### config.mk
export PLATFORM = sky130hd
export DESIGN_NAME = inst_fetch_bridge
export DESIGN_NICKNAME = d
export VERILOG_FILES = /design/src/rtl/inst_fetch_bridge.sv
export SDC_FILE = /design/constraint.sdc
export NUM_CORES = 1
export LEC_CHECK = 0
export ABC_AREA = 1
export CAP_MARGIN = 40
export CELL_PAD_IN_SITES_DETAIL_PLACEMENT = 1
export CELL_PAD_IN_SITES_GLOBAL_PLACEMENT = 2
export CORE_MARGIN = 5
export CORE_UTILIZATION = 25
export DETAILED_ROUTE_END_ITERATION = 12
export PLACE_DENSITY_LB_ADDON = 0.12
export SKIP_CTS_REPAIR_TIMING = 1
export SLEW_MARGIN = 20
export SYNTH_ARGS = -nofsm -noshare
export SYNTH_HDL_FRONTEND = slang
export SYNTH_SLANG_ARGS = --single-unit
### constraint.sdc
create_clock -name clk -period 2.5 [get_ports clk]
set_clock_uncertainty 0.2 [all_clocks]
set_input_delay 0.5 -clock clk [delete_from_list [all_inputs] [get_ports clk]]
set_output_delay 0.5 -clock clk [all_outputs]
set_load 0.02 [all_outputs]
### src/rtl/inst_fetch_bridge.sv
// Instruction fetch bridge: one-entry line buffer in front of a request/ack
// memory port, with a bounded wait that substitutes a NOP on timeout.
module inst_fetch_bridge #(
  parameter int unsigned TIMEOUT = 15
) (
  input  logic        clk,
  input  logic        rst,
  input  logic        romen,
  input  logic [31:0] instaddr,
  output logic [31:0] inst,
  output logic        stallreq,
  output logic        mem_req,
  output logic [31:0] mem_addr,
  input  logic [31:0] mem_rdata,
  input  logic        mem_ack,
  output logic        bus_err
);

  localparam logic [0:0] S_IDLE = 1'b0;
  localparam logic [0:0] S_REQ  = 1'b1;

  localparam logic [31:0] NOP_INST = 32'h0000_0013;
  localparam logic [3:0]  TO_LIM   = 4'(TIMEOUT);

  typedef struct packed {
    logic        valid;
    logic [31:0] addr;
    logic [31:0] data;
  } line_t;

  logic [0:0]  state_q, state_d;
  line_t       line_q, line_d;
  logic [3:0]  cnt_q, cnt_d;
  logic        mem_req_q, mem_req_d;
  logic [31:0] mem_addr_q, mem_addr_d;
  logic        bus_err_q, bus_err_d;

  logic        hit, miss;
  logic [3:0]  cnt_inc;

  assign hit     = romen & line_q.valid & (line_q.addr == instaddr);
  assign miss    = romen & ~hit;
  assign cnt_inc = cnt_q + 4'd1;

  always_comb begin
    state_d    = state_q;
    line_d     = line_q;
    cnt_d      = cnt_q;
    mem_req_d  = mem_req_q;
    mem_addr_d = mem_addr_q;
    bus_err_d  = bus_err_q;
    case (state_q)
      S_IDLE: begin
        if (miss) begin
          state_d    = S_REQ;
          mem_req_d  = 1'b1;
          mem_addr_d = instaddr;
          cnt_d      = 4'd0;
        end
      end
      S_REQ: begin
        // The captured address is always completed, whatever the core does
        // meanwhile; an ack on the final cycle wins over the timeout.
        if (mem_ack) begin
          line_d    = '{valid: 1'b1, addr: mem_addr_q, data: mem_rdata};
          mem_req_d = 1'b0;
          state_d   = S_IDLE;
        end else if (cnt_inc == TO_LIM) begin
          line_d    = '{valid: 1'b1, addr: mem_addr_q, data: NOP_INST};
          bus_err_d = 1'b1;
          mem_req_d = 1'b0;
          state_d   = S_IDLE;
        end else begin
          cnt_d = cnt_inc;
        end
      end
      default: state_d = S_IDLE;
    endcase
  end

  always_ff @(posedge clk) begin
    if (rst) begin
      state_q    <= S_IDLE;
      line_q     <= '0;
      cnt_q      <= 4'd0;
      mem_req_q  <= 1'b0;
      mem_addr_q <= 32'd0;
      bus_err_q  <= 1'b0;
    end else begin
      state_q    <= state_d;
      line_q     <= line_d;
      cnt_q      <= cnt_d;
      mem_req_q  <= mem_req_d;
      mem_addr_q <= mem_addr_d;
      bus_err_q  <= bus_err_d;
    end
  end

  assign stallreq = miss | (state_q == S_REQ);
  assign inst     = hit ? line_q.data : 32'h0;
  assign mem_req  = mem_req_q;
  assign mem_addr = mem_addr_q;
  assign bus_err  = bus_err_q;

endmodule
After elaboration in Yosys (flattened, before gate mapping)
Index checks and enable logic that the tools add are counted.
{ "classes": {"addsub": 1, "eq_ne": 6, "mux": 15, "bitwise": 7, "reduce_logical": 6} }
{ "ops": {"columns": ["operator", "n"], "rows": [
  ["2-to-1 mux 65 bit", 2],
  ["== test 32 bit", 1],
  ["2-to-1 mux 32 bit", 1],
  ["2-to-1 mux 4 bit", 3],
  ["case mux 4 bit (2 select lines)", 1],
  ["2-to-1 mux 1 bit", 6],
  ["inequality test 2 bit, second input constant", 3],
  ["AND reduction 2 bit", 3],
  ["AND reduction 3 bit", 2],
  ["adder 4 x 1 -> 4 bit, second input constant", 1],
  ["== test 4 bit, second input constant", 1],
  ["case mux 1 bit (2 select lines)", 2],
  ["bitwise AND 1 bit", 3],
  ["inequality test 3 x 2 -> 1 bit, second input constant", 1],
  ["NOT 1 bit", 3],
  ["nonzero test 2 bit", 1],
  ["bitwise OR 1 bit", 1]
]} }
{ "totals": {"reg_bits": 104, "input_bits": 68, "out_inout_bits": 67, "word_cells": 43} }

Longest topological paths before layout
{ "depth": {"ltp_word": 6, "depth_mapped": 14, "ltp_nobuf": 13} }

Worst setup path before layout
OpenSTA, ideal clock, no wires.
{ "synth_timing": {"path_kind": "input -> output", "startpoint": "in instaddr[20]", "endpoint": "out inst[10]", "arrival_ps": 1840, "required_ps": 1800, "setup_slack_ps": -40, "path_stages": 6, "path_buffers": 1, "cell_sequence": "xnor2_1 -> nand2_1 -> nor3b_1 -> nand3_1 -> clkbuf_1 -> nor3b_1"} }
{ "synth_between": {"elab_chain_len": 3} }
{ "synth_rtl": {"columns": ["item", "line_no", "source"], "rows": [
  ["start: declaration", "9", "input logic [31:0] instaddr,"],
  ["== test 32 bit", "41", "assign hit = romen & line_q.valid & (line_q.addr == instaddr);"],
  ["bitwise AND 1 bit", "41", null],
  ["2-to-1 mux 32 bit", "100", "assign inst = hit ? line_q.data : 32'h0;"],
  ["end: declaration", "10", "output logic [31:0] inst,"]
]} }
No other way between the ends.

Final worst setup path
{ "layout_timing": {"startpoint": "reg line_q[35] (netlist name)", "endpoint": "out inst[13]"} }
{ "layout_between": {"elab_chain_len": 3} }
{ "layout_rtl": {"columns": ["item", "line_no", "source"], "rows": [
  ["start: declaration", "32", "line_t line_q, line_d;"],
  ["start signal: assignment", "91", "line_q <= line_d;"],
  ["== test 32 bit", "41", null],
  ["bitwise AND 1 bit", "41", null],
  ["2-to-1 mux 32 bit", "100", null]
]} }
No other way between the ends.

==> out/results.tsv <==
stage	metric	value	unit
clock_network	numClockSinks	104	
place	io_buffers	134	
die	core	19400	um^2
global_route	grt_first_pass_wirelength	27.4	mm
clock_network	htreeDepth	3	
critical_path	rr_worst_depth	15	
synthesis	synth_cell_types	29	
timing	worst_slack	-0.424	ns
synthesis	synth_top_cells_by_area	dfxtp_1 (43%), nand2_1 (14%), inv_1 (8.6%)	
die	chipHeight	150	um
layout	layout.nets	962	
die	floorplan.rows	51	
die	num_io_pins	135	
run	maxCapViolations	0	
synthesis	syn_area	4900	um^2
critical_path	rr_endpoint	mem_addr[19]$_SDFFE_PP0P_	
status	failed_checks	negative setup slack	
synthesis	synth_top_area_share	42.5	%
synthesis	synth_enable_flop_cells	0	
layout	layout.cells.most_common	nand2_1	
worst_hold_path	min_from	instaddr[1]	
place	dp_hpwl	12.4	mm
timing	period_needed	2.92	ns
synthesis	synth_top_area_cell	dfxtp_1	
timing	hold_violations	0	
global_route	grt_util_met3	3.73	%
critical_path	worst-setup-path-type	reg -> out	
global_route	antenna_found_initial	2	
clock_network	clk_pin_slew	0.07	ns
clock_network	cts_tree	yes	
drt	drtIter0Drc	210	
clock_network	clk_latency	0.35	ns
drt	vias	5155	
power_and_ir_drop	power_density	537	nW/um^2
critical_path	endpoint_kind	output port	
synthesis	ys.flop_type	dfxtp_1	
drt	postRouteWirelength	17.8	mm
global_route	grt_max_degree	66	
synthesis	syn_nets	797	
die	die_w	150	um
global_route	grt-busiest-layer	met2	
global_route	grt_pass1_vias	5412	
timing	setup_viol	33	
timing	fin_crit_sh	117	%
critical_path	critPathLaunchType	flop	
critical_path	timing.reg2reg.setup_slack	0.25	ns
synthesis	avgSynthCellArea	6.74	um^2
power_and_ir_drop	ir_drop	0.375	mV
critical_path	critical_path.max_fanout	8	
critical_path	crit_end	inst[13]	
critical_path	crit_path_start	line_q[35]$_SDFFE_PP0P_	
place	gp_congestion	0.719	
drt	drcViolationCount	0	
timing	slew_viol_final	0	
global_route	met1_usage	19.8	%
drt	ant_nets	0	
layout	area_delta_synth_final	57.0	%
layout	utilization	39.6	%
timing	max_slew.worst_pin.slew	0.523	ns
critical_path	cp.required	1.80	ns
critical_path	r2r-start	line_q[35]$_SDFFE_PP0P_	
drt	first_pass_iters	4	
synthesis	yosys_warnings	0	
status	status	finished, violations left	
layout	antenna_cells	0	
layout	final_cell_mix	nand2_1 (167), inv_1 (105), dfxtp_1 (100)	
synthesis	synth_cells	727	
drt	wl_per_cell	15.3	um
synthesis	ys_seq_elements	104	
worst_hold_path	hold_class	in -> reg	
synthesis	ys_seq_area_share	42.5	%
global_route	grt_use_met2	25.3	%
global_route	grtUsageTotal	15.1	%
synthesis	synthArstFlopShare	0	%
die	start_util	25.3	%
layout	drive_gt1_share	20.8	%
timing	max_freq	0.342	GHz
place	pre_cts_slack	-1.24	ns
timing	maxSlewHeadroom	65.0	%
critical_path	crit_arrival	2.22	ns
clock_network	cts-buffers-inserted	9	
drt	via_per_inst	4.44	
die	die-area	22500	um^2
clock_network	clock_path_buffers	2	
clock_network	cts-root-buf	clkbuf_16	
power_and_ir_drop	power.leakage	3.72	nW
timing	rsz0062_at_grt	yes	
global_route	overflow	0	
==> registers in the layout, indices dropped and copies added (netlist names) <==
register,flops
state_q,1
cnt_q,4
mem_req,1
bus_err,1
line_q,65
mem_addr,32
==> cell families after synthesis <==
family	after synthesis	share of synthesized area, %
xor gates and xnor gates	8	1.43
and+or+nand+nor	350	30.9
buffers and inverters	151	12.4
adders and majority gates	2	0.511
AOI/OAI and AO/OA	112	12.3
DFF	104	42.5
==> cell usage after synthesis, drive strengths merged (2+ instances only) <==
cell type and number:
dfxtp 104, o22ai 14, nand3 29, nor2 88, buf 22, nor3b 20, nand4 9, nand2 178
o2111ai 2, xnor2 8, o21ai 38, inv 113, or2 8, clkbuf 16, a21oi 53, o221ai 3
nor3 17, ha 2
==> per-layer routing <==
layer,wire (um),vias up
met5,25,-
met4,227,4
met1,8460,2458
met2,8370,75
li1,-,2603
met3,707,15
==> stage by stage <==
step | cell area [um^2] | total power [mW] | setup TNS, ns | hold WS, ns | instances
2_1_floorplan | 4900 | 2.26 | -0.670 | 0.235 | 727
3_3_place_gp | 6830 | 2.64 | -51.39 | 0.243 | 1137
6_report | 7690 | 4.13 | -11.88 | 0.239 | 1161
4_1_cts | 7130 | 4.18 | -40.67 | 0.255 | 1152
3_5_place_dp | 6830 | 2.66 | -53.40 | 0.243 | 1137
5_1_grt | 7690 | 4.36 | -16.05 | 0.264 | 1161
==> how the worst min path moves through the flow <==
stage               slack [ns]  cells after the start                        to
floorplan                 0.24                      2    line_q[2]$_SDFFE_PP0P_
global placement          0.24                      2      mem_req$_SDFFE_PP0P_
detailed placement        0.24                      2      mem_req$_SDFFE_PP0P_
CTS                       0.25                      2      mem_req$_SDFFE_PP0P_
global route              0.26                      3  mem_addr[1]$_SDFFE_PP0P_
finish                    0.24                      3  mem_addr[1]$_SDFFE_PP0P_
==> layout make-up <==
class	count	area, um^2
Clock buffer	11	253
Clock inverter	4	52.6
Fill cell	2390	11700
Inverter	113	424
Multi-Input combinational cell	472	2570
Sequential cell	104	2090
Tap cell	265	332
Timing Repair Buffer	192	1970
==> where the power goes <==
part / internal [mW] / switching [mW] / total [mW] / leakage, nW
Combinational: 0.376 / 0.438 / 0.814 / 2.71
Clock: 0.831 / 0.659 / 1.49 / 0.152
Sequential: 1.76 / 0.0619 / 1.83 / 0.855
Total: 2.97 / 1.16 / 4.13 / 3.72
==> worst max-delay path, stage by stage (launching register included) <==
cell	delay, ns
dfxtp_2	0.33
inv_1	0.05
nand2_2	0.07
nand2_1	0.07
nor3_2	0.13
nand4_1	0.18
nor3_2	0.26
nand3_4	0.19
buf_12	0.21
nor3b_2	0.19
buf_4	0.18
Power figures use the tool's default switching activity.
